<file path="src/rtl/seq_fsm_pkg.sv">
// Shared constants and elaboration-time helpers for the serial pattern detector.
// next_state() is the KMP transition function, evaluated only for constant tables.
package seq_fsm_pkg;
  localparam int PAT_LEN_MIN = 2;
  localparam int PAT_LEN_MAX = 16;
  localparam int CNT_W_MIN   = 1;
  localparam int CNT_W_MAX   = 32;
  localparam int PW          = PAT_LEN_MAX + 1;

  function automatic int clog2(input int n);
    int r;
    r = 0;
    for (int v = n - 1; v > 0; v = v >> 1) r++;
    return r;
  endfunction

  function automatic logic bit_at(input logic [PW-1:0] vec, input int idx);
    logic [PW-1:0] t;
    t = vec >> idx;
    return t[0];
  endfunction

  // s holds the matched prefix followed by b, s bit 0 being the oldest bit
  function automatic int next_state(input logic [PW-1:0] pattern, input int len,
                                    input int st, input logic b);
    logic [PW-1:0] s;
    logic          ok;
    int            best;
    s    = '0;
    best = 0;
    for (int j = 0; j < st; j++) s = s | (PW'(bit_at(pattern, len - 1 - j)) << j);
    s = s | (PW'(b) << st);
    for (int k = 1; k <= len && k <= st + 1; k++) begin
      ok = 1'b1;
      for (int i = 0; i < k; i++)
        if (bit_at(pattern, len - 1 - i) != bit_at(s, st + 1 - k + i)) ok = 1'b0;
      if (ok) best = k;
    end
    return best;
  endfunction
endpackage

</file>
<file path="src/rtl/seq_match_counter.sv">
// Saturating match counter with sticky saturation flag.
module seq_match_counter import seq_fsm_pkg::*; #(
  parameter int CNT_W = 8
) (
  input  logic             clk,
  input  logic             rst,
  input  logic             inc,
  input  logic             clr,
  output logic [CNT_W-1:0] count,
  output logic             sat
);
  localparam logic [CNT_W-1:0] ALL1 = '1;

  always_ff @(posedge clk or posedge rst) begin
    if (rst) begin
      count <= '0;
      sat   <= 1'b0;
    end else if (clr) begin
      count <= '0;
      sat   <= 1'b0;
    end else if (inc && count != ALL1) begin
      count <= count + CNT_W'(1);
      if (count == ALL1 - CNT_W'(1)) sat <= 1'b1;
    end
  end
endmodule

</file>
<file path="src/rtl/seq_detect_fsm.sv">
// Moore serial pattern detector: state = number of pattern bits matched,
// transitions from an elaboration-time KMP table, matches counted with saturation.
module seq_detect_fsm import seq_fsm_pkg::*; #(
  parameter int               PAT_LEN = 4,
  parameter logic [PAT_LEN-1:0] PATTERN = 4'b1011,
  parameter bit               OVERLAP = 1'b1,
  parameter int               CNT_W   = 8
) (
  input  logic             CLK,
  input  logic             RST,
  input  logic             In1,
  input  logic             In_Valid,
  input  logic             Clr,
  output logic             Out1,
  output logic [CNT_W-1:0] Match_Count,
  output logic             Count_Sat
);
  localparam int           SW   = clog2(PAT_LEN + 1);
  localparam int           NT   = 2 * (PAT_LEN + 1);
  localparam logic [SW-1:0] FULL = SW'(PAT_LEN);

  if (PAT_LEN < PAT_LEN_MIN || PAT_LEN > PAT_LEN_MAX) begin : g_bad_len
    $error("seq_detect_fsm: PAT_LEN out of range");
  end
  if (CNT_W < CNT_W_MIN || CNT_W > CNT_W_MAX) begin : g_bad_cnt
    $error("seq_detect_fsm: CNT_W out of range");
  end

  // Entry {S, bit}; without overlap the full state behaves like state 0
  logic [SW-1:0] trans [NT];
  for (genvar gs = 0; gs <= PAT_LEN; gs++) begin : g_st
    for (genvar gb = 0; gb < 2; gb++) begin : g_bit
      localparam int FROM = (gs == PAT_LEN && !OVERLAP) ? 0 : gs;
      localparam logic [SW-1:0] NXT =
        SW'(next_state(PW'(PATTERN), PAT_LEN, FROM, 1'(gb)));
      assign trans[2*gs+gb] = NXT;
    end
  end

  logic [SW-1:0] state, state_nxt;
  logic          inc;

  always_ff @(posedge CLK or posedge RST) begin
    if (RST) state <= '0;
    else     state <= state_nxt;
  end

  always_comb begin
    state_nxt = state;
    inc       = 1'b0;
    if (Clr) begin
      state_nxt = '0;
    end else if (In_Valid) begin
      state_nxt = trans[{state, In1}];
      inc       = (state_nxt == FULL);
    end
  end

  assign Out1 = (state == FULL);

  seq_match_counter #(.CNT_W(CNT_W)) u_cnt (
    .clk   (CLK),
    .rst   (RST),
    .inc   (inc),
    .clr   (Clr),
    .count (Match_Count),
    .sat   (Count_Sat)
  );
endmodule
</file>
<file path="config.mk">
export PLATFORM = sky130hd
export DESIGN_NAME = seq_detect_fsm
export DESIGN_NICKNAME = d
export VERILOG_FILES = /design/src/rtl/seq_fsm_pkg.sv /design/src/rtl/seq_match_counter.sv /design/src/rtl/seq_detect_fsm.sv
export SDC_FILE = /design/constraint.sdc
export NUM_CORES = 1
export LEC_CHECK = 0
export ABC_AREA = 1
export CAP_MARGIN = 20
export CORE_UTILIZATION = 47
export DETAILED_ROUTE_END_ITERATION = 8
export GPL_TIMING_DRIVEN = 0
export PLACE_DENSITY = 0.77
export SLEW_MARGIN = 25
export SYNTH_ARGS = -nofsm -noshare
export SYNTH_HDL_FRONTEND = slang
export SYNTH_HIERARCHICAL = 1
export SYNTH_SLANG_ARGS = --single-unit
</file>
<file path="constraint.sdc">
create_clock -name CLK -period 2.2 [get_ports CLK]
set_input_delay 0.66 -clock CLK [delete_from_list [all_inputs] [get_ports CLK]]
set_output_delay 0.66 -clock CLK [all_outputs]
set_load 0.02 [all_outputs]
</file>
==> impl_metrics.yaml <==
critical_path:
  cp-end-kind: "primary output"
  worstSetupPathType: "flop to primary output"
  cp_num_buf_inv: 1
  cp_max_fo: 7
  cp-start-kind: "flop"
  crit_chain: "clkdlybuf4s50_1"
  crit_required_ns: 1.54
  slowest_delay_ns: 0.65
  crit_arrival_ns: 1.39
  slowest_stage: "clkdlybuf4s50_1"
  cp_top_family: "buffers and inverters"
cells_and_area:
  area_delta_synth_final_pct: 23.24
  num_antenna_cells: 0
  seq_area_sq_um: 300.3
  drive_above_1_share: 0.1064
  multi_input_area_sq_um: 457.9
  fin_cells: 166
  fillerInstances: 166
  layout_commonest_cell: "nand2_1"
  final_nets: 153
  layout_common_cells: "36 x nand2_1, 20 x inv_1, 16 x nor2_1"
routing:
  wirelength_mm: 1.653
  num_vias: 787
  routed_via_density: 4.741
  wl_per_cell_um: 9.958
  first_pass_iters: 4
  drt_iter0_markers: 18
  antenna_left: 0
  drc: 0
power_and_ir_drop:
  pwr-share-comb: 0.104
  switchingPower_mw: 0.09554
  switching_share: 0.2408
  ir_worst_vdd_mv: 0.3681
  p_int_mw: 0.3012
  power_density_nw_per_um2: 378.4
  power.clock.fraction: 0.331
  seqPwrFrac: 0.565
  leakage_nw: 0.4997
sta:
  fin_skew_ns: 0.006396
  tns_ns: 0
  finalSetupViolCount: 0
  rsz0062_at_grt: "false"
  fin_ws_ns: 0.1529
  min_period_ns: 2.047
  tightestPinTransition_ns: 0.3717
  finalHoldViolCount: 0
  maxSlewHeadroom: 0.7519
  slew_viol_final: 0
  fmax_ghz: 0.4885
  period_share: 0.9305
placement:
  place.gp.congestion: 0.8090
  place_hpwl_mm: 1.287
  dp_slack_ns: -0.4705
  place_inst: 163
  io_buffer_count: 14
floorplan:
  io_pins: 15
  chipHeight_um: 44.55
  start_util: 0.4982
  core-area_sq_um: 1708
  dieArea_sq_um: 1984
  die_x_um: 44.55
  rows: 15
grt:
  antenna_found_initial: 0
  gr-total-overflow: 0
  met3_usage: 0.06122
  met1_usage: 0.2430
  grt_pass1_vias: 707
  grt_pass1_wl_mm: 2.815
  grt_usage: 0.1947
  grt.busiest_layer: "met2"
  use_met2: 0.3235
  grt_max_degree: 10
logic_synthesis:
  ys_warn_count: 6
  avgSynthCellArea_sq_um: 6.861
  synth_area_sq_um: 850.8
  synth_fp_nets: 134
  synth_cell_types: 19
  syn_inst: 124
  ys_seq_area_frac: 0.3529
  ys_ff_latch: 12
cts:
  hold_buffers: 0
  cts_sinks: 12
  h-tree-depth: 1
  insertion_delay_ns: 0.28
  cts-root-buf: "clkbuf_4"
  post_cts_buffers: 0
  clk_pin_slew_ns: 0.07
  clockBufferDepth: 2
  numCtsBuffers: 3
  tritoncts: "done"
outcome:
  status: "finished, final reports clean"
job:
  timing.max_cap.violations: 0
min_path:
  min_path_type: "flop to flop"
## sequential cells by signal, indices dropped and copies added (netlist names)
register,flops
state,3
u_cnt/count,8
u_cnt/sat,1
## metrics by stage
stage | hold slack [ns] | power [mW] | util | cell area, sq um
CTS | 0.5274 | 0.4048 | 0.6139 | 1049
global placement | 0.5065 | 0.2692 | 0.5985 | 1022
floorplan | 0.4136 | 0.2537 | - | 850.8
detailed placement | 0.5175 | 0.2708 | 0.5985 | 1022
finish | 0.5213 | 0.3967 | 0.6139 | 1049
global route | 0.5631 | 0.4195 | 0.6139 | 1049
## worst reg2reg max path, cell delays in order (launching register included)
cell and delay (ns):
dfrtp_1 0.41, inv_1 0.08, ha_1 0.17, inv_1 0.05, nand3_1 0.08, nand2_1 0.08
nand2_1 0.06, nor2_2 0.21, inv_1 0.09, a21oi_2 0.18, nand3_1 0.09, o21ai_1 0.09
## per-layer routing
metal / vias to the layer above / wire length, um
li1: 416 / -
met1: 353 / 748
met2: 15 / 797
met3: 3 / 88
met4: 0 / 19
met5: - / 0
## Yosys cell counts, drive strengths merged
library cell	count	area, sq um
xor2	2	17.52
nand2	41	176.4
clkinv	1	8.760
o22ai	1	6.260
nor3	1	5.000
buf	1	11.26
o21ai	4	20.02
nand4	2	12.51
nand3	12	60.06
a21oi	2	10.01
dfrtp	12	300.3
inv	21	78.82
ha	5	62.56
nor2	19	81.33
## final cells by class
| class | instances | area share |
|---|---|---|
| Sequential cell | 12 | 0.2864 |
| Timing Repair Buffer | 14 | 0.1313 |
| Multi-Input combinational cell | 89 | 0.4368 |
| Tap cell | 25 | 0.02983 |
| Buffer | 1 | 0.01074 |
| Inverter | 22 | 0.08353 |
| Clock buffer | 3 | 0.02148 |
## power groups by stage
| stage | sequential (mW) | clock [mW] | combinational [mW] |
|---|---|---|---|
| final | 0.224 | 0.131 | 0.0414 |
| after global routing | 0.224 | 0.147 | 0.0484 |
| after global placement | 0.228 | 0 | 0.0410 |
| after floorplan | 0.228 | 0 | 0.0260 |
| after detailed placement | 0.228 | 0 | 0.0425 |
| after CTS | 0.224 | 0.138 | 0.0424 |
## what timing repair did
item / in CTS / in global routing
endpoints found under the hold margin: 0 / 0
resized for setup: 4 / 0
setup endpoints to repair: 9 / 0
## kinds of logic (layout without fill, tap and decap cells)
| family | after synthesis | after routing | share of synthesized area |
|---|---|---|---|
| flops | 12 | 12 | 0.3529 |
| compound gates | 7 | 7 | 0.04265 |
| fa+ha+maj | 5 | 5 | 0.07353 |
| buf+inv | 23 | 40 | 0.1162 |
| simple gates | 75 | 75 | 0.3941 |
| xor+xnor | 2 | 2 | 0.02059 |
## final timing paths
check	depth (start not counted)	from	end	slack (ns)
max in group asynchronous	2	RST	u_cnt/count[6]$_DFFE_PP0P_	1.24
worst min-delay path	2	u_cnt/sat$_DFFE_PP0P_	u_cnt/sat$_DFFE_PP0P_	0.52
worst max-delay path	1	u_cnt/count[2]$_DFFE_PP0P_	Match_Count[2]	0.15
worst min register to register	2	u_cnt/sat$_DFFE_PP0P_	u_cnt/sat$_DFFE_PP0P_	0.52
min in group asynchronous	2	RST	state[0]$_DFFE_PP0P_	0.58
worst max register to register	11	state[0]$_DFFE_PP0P_	u_cnt/count[0]$_DFFE_PP0P_	0.55
Power figures use the tool's default switching activity.
